$ cat config.mk
export PLATFORM = sky130hd
export DESIGN_NAME = voice_mixer
export DESIGN_NICKNAME = d
export VERILOG_FILES = /design/src/rtl/synth_pkg.sv /design/src/rtl/sat_s_to_u8.sv /design/src/rtl/voice_mixer.sv
export SDC_FILE = /design/constraint.sdc
export NUM_CORES = 1
export LEC_CHECK = 0
export CAP_MARGIN = 20
export CORE_ASPECT_RATIO = 0.6
export CORE_MARGIN = 2
export CORE_UTILIZATION = 58
export DETAILED_ROUTE_END_ITERATION = 8
export GPL_TIMING_DRIVEN = 0
export PLACE_DENSITY = 0.82
export RECOVER_POWER = 25
export SYNTH_ARGS = -nofsm -noshare
export SYNTH_HDL_FRONTEND = slang
export SYNTH_HIERARCHICAL = 1
export SYNTH_SLANG_ARGS = --single-unit
$ cat constraint.sdc
create_clock -name clk -period 8.17 [get_ports clk]
set_input_delay 2.0425 -clock clk [delete_from_list [all_inputs] [get_ports clk]]
set_output_delay 2.0425 -clock clk [all_outputs]
set_load 0.02 [all_outputs]
$ cat src/rtl/synth_pkg.sv
// Shared definitions for the synth voice path: mixer FSM states, output
// silence code and accumulator sizing used by multi-voice blocks.
package synth_pkg;

    typedef enum logic [1:0] {
        IDLE = 2'd0,
        MAC  = 2'd1,
        OUT  = 2'd2
    } mix_state_t;

    localparam logic [7:0] SILENCE_U8 = 8'h80;

    // Full-scale product is 17 bits signed; each doubling of voices needs one guard bit.
    function automatic int acc_width(input int voices);
        return 32'sd17 + $clog2(voices);
    endfunction

endpackage

$ cat src/rtl/sat_s_to_u8.sv
// Signed-to-offset-binary output stage: arithmetic shift (floors), clamp to
// [-128,127], then flip the MSB so that 0 maps to 0x80.
module sat_s_to_u8 #(
    parameter int IN_W  = 17,
    parameter int SHIFT = 8
) (
    input  logic signed [IN_W-1:0] din,
    output logic        [7:0]      dout
);

    localparam logic signed [IN_W-1:0] SAT_MAX = {{(IN_W-8){1'b0}}, 8'h7F};
    localparam logic signed [IN_W-1:0] SAT_MIN = {{(IN_W-8){1'b1}}, 8'h80};

    logic signed [IN_W-1:0] shifted_s;
    logic signed [7:0]      clamped_s;

    // Scale, saturate and convert to offset binary.
    always_comb begin
        shifted_s = din >>> SHIFT;
        if (shifted_s > SAT_MAX) begin
            clamped_s = 8'sh7F;
        end else if (shifted_s < SAT_MIN) begin
            clamped_s = -8'sd128;
        end else begin
            clamped_s = shifted_s[7:0];
        end
        dout = {~clamped_s[7], clamped_s[6:0]};
    end

endmodule

$ cat src/rtl/voice_mixer.sv
// Time-multiplexed voice mixer: snapshots all voices on sample_tick, then runs
// one shared signed x unsigned multiply-accumulate per clock.
module voice_mixer
    import synth_pkg::*;
#(
    parameter int VOICES     = 4,
    parameter int GAIN_SHIFT = 8
) (
    input  logic                  clk,
    input  logic                  rst,
    input  logic                  sample_tick,
    input  logic [VOICES*8-1:0]   wave_in,
    input  logic [VOICES*8-1:0]   env_in,
    output logic [7:0]            audio_out,
    output logic                  out_valid,
    output logic                  busy,
    output logic                  overrun
);

    localparam int ACC_W = acc_width(VOICES);
    localparam int IDX_W = (VOICES > 1) ? $clog2(VOICES) : 1;
    localparam logic [IDX_W-1:0] IDX_LAST = IDX_W'(VOICES - 1);

    mix_state_t               state_r, state_s;
    logic [VOICES*8-1:0]      wave_r, env_r;
    logic signed [ACC_W-1:0]  acc_r;
    logic [IDX_W-1:0]         idx_r;
    logic                     snap_s, mac_s, out_s, ovr_s;
    logic [7:0]               wave_sel_s, env_sel_s;
    logic signed [16:0]       wave_ext_s, env_ext_s, prod_s;
    logic [7:0]               sat_u8_s;

    // State register.
    always_ff @(posedge clk) begin
        if (!rst) begin
            state_r <= IDLE;
        end else begin
            state_r <= state_s;
        end
    end

    // Next-state and per-cycle control strobes.
    always_comb begin
        state_s = state_r;
        snap_s  = 1'b0;
        mac_s   = 1'b0;
        out_s   = 1'b0;
        case (state_r)
            IDLE: begin
                if (sample_tick) begin
                    snap_s  = 1'b1;
                    state_s = MAC;
                end else begin
                    state_s = IDLE;
                end
            end
            MAC: begin
                mac_s = 1'b1;
                if (idx_r == IDX_LAST) begin
                    state_s = OUT;
                end else begin
                    state_s = MAC;
                end
            end
            OUT: begin
                out_s   = 1'b1;
                state_s = IDLE;
            end
            default: begin
                state_s = IDLE;
            end
        endcase
        // A tick is only accepted in IDLE; anywhere else it is lost.
        ovr_s = sample_tick && (state_r != IDLE);
    end

    // Voice select from the snapshot on the registered index, then one multiply.
    always_comb begin
        wave_sel_s = 8'h00;
        env_sel_s  = 8'h00;
        for (int i = 0; i < VOICES; i++) begin
            if (idx_r == IDX_W'(i)) begin
                wave_sel_s = wave_r[i*8 +: 8];
                env_sel_s  = env_r[i*8 +: 8];
            end else begin
            end
        end
        wave_ext_s = {{9{wave_sel_s[7]}}, wave_sel_s};
        env_ext_s  = {9'b0_0000_0000, env_sel_s};
        prod_s     = wave_ext_s * env_ext_s;
    end

    sat_s_to_u8 #(
        .IN_W  (ACC_W),
        .SHIFT (GAIN_SHIFT)
    ) u_sat (
        .din  (acc_r),
        .dout (sat_u8_s)
    );

    // Snapshot, accumulator, index and registered outputs.
    always_ff @(posedge clk) begin
        if (!rst) begin
            wave_r    <= '0;
            env_r     <= '0;
            acc_r     <= '0;
            idx_r     <= '0;
            audio_out <= SILENCE_U8;
            out_valid <= 1'b0;
            busy      <= 1'b0;
            overrun   <= 1'b0;
        end else begin
            if (snap_s) begin
                wave_r <= wave_in;
                env_r  <= env_in;
                acc_r  <= '0;
                idx_r  <= '0;
            end else if (mac_s) begin
                acc_r <= acc_r + ACC_W'(prod_s);
                idx_r <= idx_r + IDX_W'(1);
            end else begin
                acc_r <= acc_r;
                idx_r <= idx_r;
            end
            if (out_s) begin
                audio_out <= sat_u8_s;
            end else begin
                audio_out <= audio_out;
            end
            out_valid <= out_s;
            busy      <= (state_s != IDLE);
            overrun   <= overrun | ovr_s;
        end
    end

endmodule

Word level (Yosys, flattened, before mapping). Index checks and enable logic that the tools add are counted.

Register bits after elaboration: 98. Latch bits: 0. Bits in writable memories: 0. ROM bits: 0. Bits of input ports: 67. Output and inout bits: 11. Word-level logic and storage cells: 45. Memories kept: 0.

$add $sub $neg: 2. Multipliers: 1. Div/mod/pow operators: 0. Order comparisons: 2. Equal/unequal tests: 5. Shift operators: 0. Multiplexer cells: 17. Bitwise logic cells: 3. Reductions and logical operators: 6.

Operator list (count): $mux W8 (10); $add A19 B17 Y19 (1); $mul A8 B9 Y17 (1); $gt A11 B8 Y1 const B (1); $lt A11 B8 Y1 const B (1); $eq A2 B2 Y1 const B (3); $mux W1 (5); $eq A2 B1 Y1 const B (2); $logic_not A2 Y1 (2); $pmux W2 S2 (1); $reduce_bool A2 Y1 (2); $add A2 B1 Y2 const B (1); $mux W2 (1); $not A1 Y1 (2); $reduce_or A2 Y1 (1); $logic_and A1 B1 Y1 (1); $or A1 B1 Y1 (1).

Longest topological paths before layout. Gate-level depths: netlist of run 1.

Word-level depth: 7. Mapped depth: 27. Depth with buffers taken out: 27.

Cells and area by module. Netlist of run 1, hierarchy kept.

By module, submodules not included: voice_mixer (instances 1, cells each 847, area each 6836.6 sq um, seq. area each 1961.9 sq um); sat_s_to_u8 (instances 1, cells each 26, area each 193.9 sq um, seq. area each 0.0 sq um).

Worst setup path before layout of run 1. No wires, ideal clock.

Kind: register to register. Start: register idx_r[0]. End: register acc_r[18]. Setup time: 0.072 ns. Data arrival time: 5.975 ns. Data required time: 8.098 ns. Setup slack: 2.124 ns. Stages on the path, launching flop included: 26. Path buffers: 1. Period minus slack after synthesis: 6.046 ns. Cells stage by stage: dfxtp_1 > ha_1 > clkbuf_1 > nand3b_1 > a21oi_1 > a21oi_1 > nor2_1 > a21oi_1 > inv_1 > nand2_1 > fa_1 > fa_1 > inv_1 > fa_1 > fa_1 > inv_1 > fa_1 > inv_1 > ha_1 > o21ai_0 > a21oi_1 > o2111ai_1 > a211oi_1 > or3_1 > a21oi_1 > mux2i_1.

Cells in the longest elaborated chain, start to end: 7. Elaborated cells on any way between the ends: 14. Those cells by class: add/sub (1); mul (1); eq/ne (3); mux (8); reduce/logical (1).

RTL lines: start, declared (RTL line voice_mixer.sv:27) `logic [IDX_W-1:0] idx_r;`; start signal, assigned (RTL line voice_mixer.sv:120) `idx_r <= idx_r + IDX_W'(1);`; start signal, assigned (RTL line voice_mixer.sv:123) `idx_r <= idx_r;`; $logic_not A2 Y1 (RTL line voice_mixer.sv:82) `if (idx_r == IDX_W'(i)) begin`; $mux W8 (4 in a row) (RTL line voice_mixer.sv:82); $mul A8 B9 Y17 (*) (RTL line voice_mixer.sv:90) `prod_s = wave_ext_s * env_ext_s;`; $add A19 B17 Y19 (*) (RTL line voice_mixer.sv:119) `acc_r <= acc_r + ACC_W'(prod_s);`; end signal, assigned (RTL line voice_mixer.sv:119); end signal, assigned (RTL line voice_mixer.sv:122) `acc_r <= acc_r;`; end, declared (RTL line voice_mixer.sv:26) `logic signed [ACC_W-1:0] acc_r;`.

Mark *: on every way between the ends. The rest lies on a longest branch, timed or not. A chain may end at the register's enable or synchronous reset.

Final worst setup path of run 1. Same ends and word-level chain as after synthesis.

==> reports/results.ini, run 1 <==
[placement]
portBuffers = 77
placed_area_um2 = 8010
place_hpwl_mm = 14.5
gp_congestion = 0.908
post-place-cells = 1115

[clock_network]
numCtsBuffers = 9
clock_sinks = 98
cts_max_level = 3
path_clk_slew_ns = 0.08
ctsResizeCount = 0
cts_tree = done
clock-root-buffer = clkbuf_16
cts-hold-fix-buffers = 0
cts_buffer_depth = 2
clock_latency_ns = 0.36
postCtsSetupRepairBufs = 0

[hold_path]
hp-start = acc_r[7]$_SDFFE_PP0N_
hold_end = acc_r[7]$_SDFFE_PP0N_
hold_depth = 2
worstHoldPathType = flop to flop

[grt]
grt_start_max_net_pins = 19
grt_overflow = 0
antenna_found_initial = 0
grt_pass1_wl_mm = 31.2
first_global_vias = 6296
track_usage_pct = 30.6

[critical_path]
r2r-end = acc_r[18]$_SDFFE_PP0N_
crit_family = adder cells
r2r_start = idx_r[0]$_SDFFE_PP0N_
endpoint_kind = flop
reg2reg_slack_ns = 0.91
cp_slowest_stage_delay_ns = 0.55
start_kind = flop
critPathMaxFanout = 10
required_ns = 8.46
crit_arrival_ns = 7.55
worst-path-buf-inv = 6
r2r_cells = 26
setup.worst_path.class = flop to flop
cp_slowest_cell = fa_1

[yosys]
synth_top_cells_by_area = dfxtp_1, fa_1, nand2_1
syn_nets = 1051
netlist_instances = 873
ys_warn_count = 6
synth_top_cell_by_area = dfxtp_1
yosys.cell_types.count = 49
syn-cell-area_um2 = 7030
ys.flop_type = dfxtp_1
synth_seq_cells = 98
synth-seq-area-share_pct = 27.9
synth_top_cell_area_share_pct = 27.9
avgSynthCellArea_um2 = 8.05
synth_edf_count = 0
async_reset_ff_share_pct = 0

[detailed_routing]
route.detailed.drc = 0
post_drt_wl_per_cell_um = 16.3
detail_route.vias_per_cell = 5.56
route.antenna.remaining_nets = 0
wl_met3_mm = 1.78
dr.pass1.iters = 5
top_layer = met4
vias = 6285
wl_mm = 18.4
wl_met1_mm = 8.82
route.met2.wl_mm = 7.57
drt_iter0_drc = 522

[layout]
num_antenna_cells = 0
fill_cells = 1017
syn2layout_area_growth_pct = 18.1
drive_above_1_share_pct = 3.31
fin_area_um2 = 8300
finalNetCount = 1139
fin_cells = 1131

[floorplanning]
rows = 31
ioPinCount = 78
die_w_um = 146
coreArea_um2 = 11900
die_height_um = 89.3
start_util_pct = 58.9
dieArea_um2 = 13000

[sta]
slew_viol_final = 0
tightest_slew_ns = 0.788
setup-violations-final = 0
fin_crit_ns = 7.26
finalClockSkew_ns = 0.00958
rsz0062_at_grt = false
slew_headroom_pct = 47.5
hold_viol = 0
fmax_mhz = 138
fin_worst_hold_slack_ns = 0.457
finalCritPeriodShare_pct = 88.8
finalSetupTns_ns = 0

[job]
drv_cap = 0

[status]
status = completed

[pwr]
power_mw = 1.23
ir_worst_vdd_mv = 0.103
leakage_nw = 3.71
p_per_area_nw_per_um2 = 148

[per-stage QoR]
stage	setup WS (ns)	utilization, %
5_1_grt	0.561	69.5
3_5_place_dp	1.05	67.0
4_1_cts	1.02	69.5
6_report	0.913	69.5
3_3_place_gp	1.17	67.0
2_1_floorplan	2.12	-
[cell usage in the layout, fill, tap and decap left out, types with 4 or more instances in the layout]
cell type,instances
a211oi_1,6
a21boi_0,71
a21boi_1,6
a21o_1,7
a21oi_1,67
buf_1,8
clkbuf_1,32
clkbuf_16,9
clkdlybuf4s50_1,64
dfxtp_1,98
dlygate4sd3_1,13
fa_1,51
ha_1,60
inv_1,73
inv_6,4
nand2_1,214
nand2b_1,13
nand3_1,7
nand3b_1,13
nor2_1,64
nor2b_1,5
nor3_1,8
nor4_1,7
o21ai_0,7
or2_2,7
xnor2_1,7
xor2_1,5
[layout make-up]
class	count	area (um^2)	share of cell area, %
Clock inverter	6	55.1	0.663
Buffer	44	191	2.31
Clock buffer	10	239	2.88
Timing Repair Buffer	77	771	9.28
Sequential cell	98	1960	23.6
Tap cell	165	206	2.49
Multi-Input combinational cell	657	4600	55.4
Inverter	74	279	3.36
[metal layers]
metal / vias up / track usage, %
li1: 3018 / -
met2: 252 / 48.2
met5: - / 0
met1: 2982 / 43.3
met4: 0 / 6.88
met3: 33 / 7.50
[tightest hold or removal path, delay by kind of cell, from the launching register on]
family	cells	cell delay, ns
flip-flops	1	0.32
AO/OA/AOI/OAI	1	0.05
AND/OR/NAND/NOR	1	0.05
[worst max-delay path by stage]
stage / start / endpoint / cells past startpoint
3_3_place_gp: idx_r[0]$_SDFFE_PP0N_ / acc_r[18]$_SDFFE_PP0N_ / 25
5_1_grt: idx_r[0]$_SDFFE_PP0N_ / acc_r[18]$_SDFFE_PP0N_ / 25
6_report: idx_r[0]$_SDFFE_PP0N_ / acc_r[18]$_SDFFE_PP0N_ / 26
4_1_cts: idx_r[0]$_SDFFE_PP0N_ / acc_r[18]$_SDFFE_PP0N_ / 26
2_1_floorplan: idx_r[0]$_SDFFE_PP0N_ / acc_r[18]$_SDFFE_PP0N_ / 25
3_5_place_dp: idx_r[0]$_SDFFE_PP0N_ / acc_r[18]$_SDFFE_PP0N_ / 25
[report_power, final]
part	total (mW)	switching, mW	internal [mW]
sequential	0.518	0.0170	0.501
combinational	0.279	0.163	0.116
clock	0.429	0.207	0.222
[cell families (layout without fill, tap and decap cells)]
logic type	count (synthesis)	in the layout	synth area share (%)
mux	3	3	0.427
xor+xnor	12	12	1.49
flops	98	98	27.9
buf+inv	118	211	6.69
fa+ha+maj	111	111	25.2
compound gates	183	183	17.2
simple gates	348	348	21.1
[sequential cells by signal, indices dropped and copies added, names as in the netlist]
register   flops
out_valid      1
busy           1
idx_r          2
audio_out      8
env_r         32
state_r        2
overrun        1
wave_r        32
acc_r         19
[synth_stat cells, drive strengths merged (2+ instances only)]
| cell | n |
|---|---|
| nand3 | 7 |
| nor2 | 65 |
| o21a | 3 |
| ha | 60 |
| a21boi | 79 |
| a2111oi | 2 |
| a211oi | 6 |
| o21ai | 10 |
| xnor2 | 7 |
| clkbuf | 33 |
| buf | 11 |
| dfxtp | 98 |
| a21o | 7 |
| fa | 51 |
| inv | 73 |
| and2 | 2 |
| a31oi | 3 |
| nor3 | 8 |
| nand4 | 2 |
| xor2 | 5 |
| nand2 | 214 |
| nand3b | 13 |
| a21oi | 67 |
| mux2i | 3 |
| nor2b | 5 |
| or2 | 8 |
| nand2b | 13 |
| nor4 | 7 |
| or3 | 2 |
Power figures use the tool's default switching activity.
==> run 2, diff against run 1 <==
--- a/config.mk
+++ b/config.mk
@@ -8,10 +8,11 @@
 export CAP_MARGIN = 20
 export CORE_ASPECT_RATIO = 0.6
 export CORE_MARGIN = 2
-export CORE_UTILIZATION = 58
+export CORE_UTILIZATION = 52
+export CTS_CLUSTER_SIZE = 30
 export DETAILED_ROUTE_END_ITERATION = 8
 export GPL_TIMING_DRIVEN = 0
-export PLACE_DENSITY = 0.82
+export PLACE_DENSITY = 0.77
 export RECOVER_POWER = 25
 export SYNTH_ARGS = -nofsm -noshare
 export SYNTH_HDL_FRONTEND = slang
==> constraint.sdc (replaced) <==
create_clock -name clk -period 6.48 [get_ports clk]
set_input_delay 1.62 -clock clk [delete_from_list [all_inputs] [get_ports clk]]
set_output_delay 1.62 -clock clk [all_outputs]
set_load 0.02 [all_outputs]
==> run 2 against run 1 <==
Net effect: sequential power grew 27%; clock power grew 36%; clock-buffer cell count shrank 1; wire length grew 3.6%; die area grew 11%; utilization shrank 3.2 points; hold slack gained 0.0069 ns.
==> reports/results.ini, run 2 (synthesized netlist as in run 1, its figures left out) <==
[critical_path]
start_kind = flop  ; unchanged
r2r_cells = 23  ; was 26
endpoint_kind = flop  ; unchanged
critPathMaxFanout = 10  ; unchanged
setup.worst_path.class = flop to flop  ; unchanged
r2r_start = idx_r[0]$_SDFFE_PP0N_  ; unchanged
reg2reg_slack_ns = 0.21  ; was 0.91 ns
required_ns = 6.75  ; was 8.46 ns
crit_arrival_ns = 6.55  ; was 7.55 ns
r2r-end = acc_r[18]$_SDFFE_PP0N_  ; unchanged

[pwr]
p_per_area_nw_per_um2 = 187  ; was 148 nW/um^2
leakage_nw = 3.81  ; was 3.71 nW
seq_power_share_pct = 40.6  ; was 42.3%
p_comb_share_pct = 23.3  ; was 22.7%
ir_worst_vdd_mv = 0.111  ; was 0.103 mV
p_clk_share_pct = 36.2  ; was 35.0%
switching_share_pct = 31.7  ; was 31.6%
power_mw = 1.62  ; was 1.23 mW
switchingPower_mw = 0.513  ; was 0.387 mW
p_int_mw = 1.10  ; was 0.839 mW

[floorplanning]
die_w_um = 154  ; was 146 um
rows = 32  ; was 31
start_util_pct = 54.0  ; was 58.9%
coreArea_um2 = 13000  ; was 11,900 um^2
ioPinCount = 78  ; unchanged
die_height_um = 94.1  ; was 89.3 um
dieArea_um2 = 14500  ; was 13,000 um^2

[clock_network]
path_clk_slew_ns = 0.08  ; about the same
clock-root-buffer = clkbuf_16  ; unchanged
cts_max_level = 3  ; unchanged
numCtsBuffers = 9  ; unchanged
clock_sinks = 98  ; unchanged
cts_buffer_depth = 2  ; unchanged
clock_latency_ns = 0.35  ; was 0.36 ns
cts_tree = done  ; unchanged

[sta]
finalCritPeriodShare_pct = 96.8  ; was 88.8%
fmax_mhz = 159  ; was 138 MHz
slew_viol_final = 0  ; unchanged
slew_headroom_pct = 52.2  ; was 47.5%
hold_viol = 0  ; unchanged
setup-violations-final = 0  ; unchanged
tightest_slew_ns = 0.716  ; was 0.788 ns
fin_crit_ns = 6.27  ; was 7.26 ns
finalClockSkew_ns = 0.00631  ; was 0.00958 ns

[placement]
portBuffers = 77  ; unchanged
place_hpwl_mm = 14.4  ; was 14.5 mm
gp_congestion = 0.872  ; was 0.908
placed_area_um2 = 8010  ; about the same

[layout]
finalNetCount = 1148  ; was 1,139
layout_commonest_cell = nand2_1  ; unchanged
drive_above_1_share_pct = 8.92  ; was 3.31%
layout_common_cells = nand2_1, dfxtp_1, inv_1  ; unchanged
num_antenna_cells = 0  ; unchanged
fin_area_um2 = 8630  ; was 8300 um^2
syn2layout_area_growth_pct = 22.7  ; was 18.1%
reg.largest.list = env_r (32), wave_r (32), acc_r (19)  ; unchanged
fill_cells = 1078  ; was 1,017

[grt]
first_global_vias = 6151  ; was 6,296
grt_pass1_wl_mm = 30.7  ; was 31.2 mm
antenna_found_initial = 0  ; unchanged
grt_overflow = 0  ; unchanged
track_usage_pct = 27.1  ; was 30.6%
grt_start_max_net_pins = 20  ; was 19

[detailed_routing]
dr.pass1.iters = 5  ; unchanged
route.detailed.drc = 0  ; unchanged
post_drt_wl_per_cell_um = 16.7  ; was 16.3 um
route.antenna.remaining_nets = 0  ; unchanged
drt_iter0_drc = 564  ; was 522
vias = 6339  ; was 6,285
wl_mm = 19.1  ; was 18.4 mm
detail_route.vias_per_cell = 5.54  ; was 5.56

[status]
status = completed  ; unchanged

[hold_path]
hold_depth = 2  ; unchanged
worstHoldPathType = flop to flop  ; unchanged
hp-start = acc_r[4]$_SDFFE_PP0N_  ; was acc_r[7]$_SDFFE_PP0N_
hold_end = acc_r[4]$_SDFFE_PP0N_  ; was acc_r[7]$_SDFFE_PP0N_

[job]
drv_cap = 0  ; unchanged

run 2: cell types whose count changed in the layout (fill, tap and decap cells not counted), sizes merged:
| cell | delta |
|---|---|
| buf | +10 |
| bufinv | +1 |
| clkbuf | -2 |
| clkinv | +2 |
| inv | -2 |
run 2: layout make-up:
class / count / area (um^2) / share of cell area [%]
multi-input cells: 657 / 4780 / 55.4
well taps: 170 / 213 / 2.47
clock inverters: 7 / 95.1 / 1.10
flip-flops and latches: 98 / 1960 / 22.8
inverters: 74 / 279 / 3.23
repair buffers: 86 / 838 / 9.72
plain buffers: 44 / 231 / 2.68
clock buffers: 9 / 225 / 2.61
run 2: through the flow:
stage               setup WS [ns]  util [%]  hold WS [ns]  TNS [ns]  cells
floorplan                   0.434         -         0.432         0    873
global placement           -0.621      61.6         0.443     -2.02   1120
detailed placement         -0.682      61.6         0.450     -2.81   1120
CTS                       0.00424      64.9         0.460         0   1138
global route              -0.0504      66.3         0.480   -0.0504   1145
finish                      0.206      66.3         0.463         0   1145
run 2: layer usage:
| metal | vias up | track usage (%) | wire, um | share of wire, % |
|---|---|---|---|---|
| li1 | 3043 | - | - | - |
| met1 | 3000 | 40.3 | 9390 | 49 |
| met2 | 267 | 41.0 | 7710 | 40 |
| met3 | 29 | 6.23 | 1790 | 9.4 |
| met4 | 0 | 3.43 | 187 | 0.98 |
| met5 | - | 0 | 0 | 0 |
run 2: worst max-delay path by stage:
stage	start	end	slack (ns)	depth (start not counted)
floorplan	idx_r[0]$_SDFFE_PP0N_	acc_r[18]$_SDFFE_PP0N_	0.43	25
global placement	idx_r[0]$_SDFFE_PP0N_	acc_r[18]$_SDFFE_PP0N_	-0.62	25
detailed placement	idx_r[0]$_SDFFE_PP0N_	acc_r[18]$_SDFFE_PP0N_	-0.68	26
CTS	idx_r[1]$_SDFFE_PP0N_	acc_r[18]$_SDFFE_PP0N_	0.004	25
global route	idx_r[1]$_SDFFE_PP0N_	acc_r[18]$_SDFFE_PP0N_	-0.05	28
finish	idx_r[0]$_SDFFE_PP0N_	acc_r[18]$_SDFFE_PP0N_	0.21	23
run 2: worst max-delay path: stages (launching register included):
cell,delay (ns)
dfxtp_2,0.43
ha_1,0.23
buf_2,0.26
clkbuf_2,0.31
nor2_1,0.09
a21oi_2,0.21
inv_1,0.16
nand2_1,0.11
fa_1,0.46
fa_1,0.55
inv_1,0.05
fa_1,0.46
fa_1,0.55
inv_1,0.06
fa_1,0.51
inv_1,0.05
ha_2,0.32
o21ai_2,0.15
a21oi_2,0.09
o2111ai_2,0.27
a211oi_2,0.11
or3_1,0.37
a21oi_2,0.16
mux2i_1,0.22
run 2: timing repair:
| item | in CTS | in global routing |
|---|---|---|
| buffers inserted | 2 | 7 |
| hold buffers | 0 | 0 |
| gates resized for setup | 29 | 44 |
| endpoints found under the hold margin | 0 | 0 |
| setup endpoints to repair | 9 | 8 |
| pin swaps | 2 | 5 |
run 2: power groups by stage:
stage	Combinational, mW	Sequential [mW]	Clock [mW]
5_1_grt	0.419	0.659	0.610
4_1_cts	0.356	0.654	0.588
3_3_place_gp	0.339	0.665	0
3_5_place_dp	0.344	0.666	0
6_report	0.377	0.656	0.585
2_1_floorplan	0.227	0.660	0
==> run 3, diff against run 2 <==
--- a/config.mk
+++ b/config.mk
@@ -8,11 +8,12 @@
 export CAP_MARGIN = 20
 export CORE_ASPECT_RATIO = 0.6
 export CORE_MARGIN = 2
-export CORE_UTILIZATION = 52
+export CORE_UTILIZATION = 59
 export CTS_CLUSTER_SIZE = 30
 export DETAILED_ROUTE_END_ITERATION = 8
+export DONT_BUFFER_PORTS = 1
 export GPL_TIMING_DRIVEN = 0
-export PLACE_DENSITY = 0.77
+export PLACE_DENSITY = 0.78
 export RECOVER_POWER = 25
 export SYNTH_ARGS = -nofsm -noshare
 export SYNTH_HDL_FRONTEND = slang
==> run 3 against run 2 <==
Net effect: clock power about the same; setup slack worse by 0.14 ns; first-iteration DRC count fell by 3.2%.
==> reports/results.ini, run 3 (synthesized netlist as in run 1, its figures left out) <==
[status]
status = completed  ; unchanged

[detailed_routing]
post_drt_wl_per_cell_um = 18.3  ; was 16.7 um
vias = 6147  ; was 6,339
route.detailed.drc = 0  ; unchanged
detail_route.vias_per_cell = 5.80  ; was 5.54
drt_iter0_drc = 546  ; was 564
route.antenna.remaining_nets = 0  ; unchanged
wl_mm = 19.4  ; was 19.1 mm
dr.pass1.iters = 8  ; was 5

[clock_network]
cts_max_level = 3  ; unchanged
numCtsBuffers = 9  ; unchanged
clock_latency_ns = 0.36  ; was 0.35 ns
path_clk_slew_ns = 0.07  ; was 0.08 ns
cts_buffer_depth = 2  ; unchanged
clock_sinks = 98  ; unchanged
cts_tree = done  ; unchanged
clock-root-buffer = clkbuf_16  ; unchanged

[sta]
finalSetupTns_ns = 0  ; unchanged
fin_crit_ns = 6.41  ; was 6.27 ns
hold_viol = 0  ; unchanged
slew_headroom_pct = 40.3  ; was 52.2%
layout_setup_ws_ns = 0.0675  ; was 0.206 ns
rsz0062_at_grt = true
slew_viol_final = 0  ; unchanged
tightest_slew_ns = 0.896  ; was 0.716 ns
setup-violations-final = 0  ; unchanged
finalCritPeriodShare_pct = 99.0  ; was 96.8%
finalClockSkew_ns = 0.00705  ; was 0.00631 ns
fmax_mhz = 156  ; was 159 MHz

[critical_path]
required_ns = 6.77  ; was 6.75 ns
r2r-end = acc_r[18]$_SDFFE_PP0N_  ; unchanged
critPathMaxFanout = 10  ; unchanged
r2r_cells = 18  ; was 23
r2r_start = idx_r[0]$_SDFFE_PP0N_  ; unchanged
reg2reg_slack_ns = 0.07  ; was 0.21 ns
endpoint_kind = flop  ; unchanged
start_kind = flop  ; unchanged
setup.worst_path.class = flop to flop  ; unchanged
crit_arrival_ns = 6.70  ; was 6.55 ns

[layout]
finalNetCount = 1072  ; was 1,148
fin_cells = 1059  ; was 1,145
fill_cells = 914  ; was 1,078
layout_commonest_cell = nand2_1  ; unchanged
num_antenna_cells = 0  ; unchanged
layout_common_cells = nand2_1, dfxtp_1, inv_1  ; unchanged
syn2layout_area_growth_pct = 11.0  ; was 22.7%
reg.largest.list = env_r (32), wave_r (32), acc_r (19)  ; unchanged
fin_area_um2 = 7800  ; was 8630 um^2
drive_above_1_share_pct = 8.79  ; was 8.92%

[grt]
grt_pass1_wl_mm = 31.1  ; was 30.7 mm
first_global_vias = 6129  ; was 6,151
track_usage_pct = 31.3  ; was 27.1%
grt_overflow = 0  ; unchanged
antenna_found_initial = 1  ; was 0
grt_start_max_net_pins = 19  ; was 20

[pwr]
ir_worst_vdd_mv = 0.150  ; was 0.111 mV
p_clk_share_pct = 37.1  ; was 36.2%
leakage_nw = 3.50  ; was 3.81 nW
switchingPower_mw = 0.503  ; was 0.513 mW
p_per_area_nw_per_um2 = 202  ; was 187 nW/um^2
p_comb_share_pct = 21.4  ; was 23.3%
power_mw = 1.58  ; was 1.62 mW
switching_share_pct = 31.8  ; was 31.7%
seq_power_share_pct = 41.6  ; was 40.6%
p_int_mw = 1.08  ; was 1.10 mW

[hold_path]
hold_end = acc_r[4]$_SDFFE_PP0N_  ; unchanged
hold_depth = 2  ; unchanged
hp-start = acc_r[4]$_SDFFE_PP0N_  ; unchanged
worstHoldPathType = flop to flop  ; unchanged

[placement]
gp_congestion = 0.905  ; was 0.872
portBuffers = 0  ; was 77
post-place-cells = 1033  ; was 1,120
placed_area_um2 = 7230  ; was 8010 um^2
place_ws_ns = -0.711  ; was -0.682 ns
place_hpwl_mm = 14.6  ; was 14.4 mm

[floorplanning]
dieArea_um2 = 12800  ; was 14,500 um^2
die_height_um = 88.6  ; was 94.1 um
rows = 30  ; was 32
coreArea_um2 = 11400  ; was 13,000 um^2
start_util_pct = 61.4  ; was 54.0%
die_w_um = 145  ; was 154 um
ioPinCount = 78  ; unchanged

[job]
drv_cap = 0  ; unchanged

## run 3: changes by cell type in the layout (fill, tap and decap cells not counted), moves of 2 or more
| cell | delta |
|---|---|
| a21oi_1 | +6 |
| clkbuf_4 | -2 |
| a21oi_2 | -4 |
| nor2_1 | +3 |
| nor2_2 | -3 |
| clkinv_4 | -2 |
| buf_2 | +3 |
| inv_6 | +2 |
| clkbuf_8 | +2 |
| dlygate4sd3_1 | -13 |
| a21oi_4 | -2 |
| buf_6 | -2 |
| clkdlybuf4s50_1 | -64 |
## run 3: critical path: stages (launching register included)
cell and delay [ns]:
dfxtp_2 0.41, ha_1 0.23, buf_2 0.26, mux2i_1 0.13, nor2_2 0.45, clkinv_2 0.32
nor2_1 0.35, fa_1 0.51, fa_1 0.53, fa_1 0.52, fa_1 0.49, ha_1 0.32
ha_1 0.26, a2111o_1 0.45, o2111ai_4 0.26, a211oi_2 0.12, or3_1 0.37, a21oi_2 0.18
mux2i_1 0.19
## run 3: power groups by stage
| stage | logic, mW | registers [mW] | clock network [mW] |
|---|---|---|---|
| 3_5_place_dp | 0.301 | 0.668 | 0 |
| 6_report | 0.337 | 0.657 | 0.586 |
| 4_1_cts | 0.315 | 0.655 | 0.585 |
| 3_3_place_gp | 0.289 | 0.667 | 0 |
| 2_1_floorplan | 0.227 | 0.660 | 0 |
| 5_1_grt | 0.376 | 0.660 | 0.608 |
## run 3: per-layer routing
layer | vias to the layer above | wire length, um | GRT usage [%]
li1 | 2888 | - | -
met2 | 290 | 8170 | 48.7
met5 | - | 0 | 0
met4 | 0 | 373 | 7.56
met1 | 2933 | 8680 | 43.4
met3 | 36 | 2150 | 9.38
## run 3: per-stage QoR
step	utilization [%]	hold slack (ns)
floorplan	-	0.432
global placement	63.2	0.441
detailed placement	63.2	0.448
CTS	67.0	0.458
global route	68.2	0.481
finish	68.2	0.462
## run 3: how the worst max path moves through the flow
stage                               start                     end  slack, ns
floorplan           idx_r[0]$_SDFFE_PP0N_  acc_r[18]$_SDFFE_PP0N_       0.43
global placement    idx_r[0]$_SDFFE_PP0N_  acc_r[18]$_SDFFE_PP0N_      -0.59
detailed placement  idx_r[0]$_SDFFE_PP0N_  acc_r[18]$_SDFFE_PP0N_      -0.71
CTS                 idx_r[1]$_SDFFE_PP0N_  acc_r[18]$_SDFFE_PP0N_       0.01
global route        idx_r[0]$_SDFFE_PP0N_  acc_r[18]$_SDFFE_PP0N_       -0.1
finish              idx_r[0]$_SDFFE_PP0N_  acc_r[18]$_SDFFE_PP0N_       0.07
## run 3: area by class of cell
cell class                 count  area (um^2)  area share, %
buffer                        44          223           2.85
clock buffer                  10          239           3.06
clock inverter                 6         78.8           1.01
inverter                      74          279           3.57
multi-input combinational    657         4750           60.8
sequential                    98         1960           25.2
tap                          160          200           2.56
timing repair buffer          10         75.1          0.962
## run 3: timing repair
| item | 4_1_cts | 5_1_grt |
|---|---|---|
| buffers inserted | 2 | 8 |
| hold buffers | 0 | 0 |
| resized for setup | 32 | 24 |
| pin swaps | 2 | 3 |
| endpoints found under the setup margin | 9 | 6 |
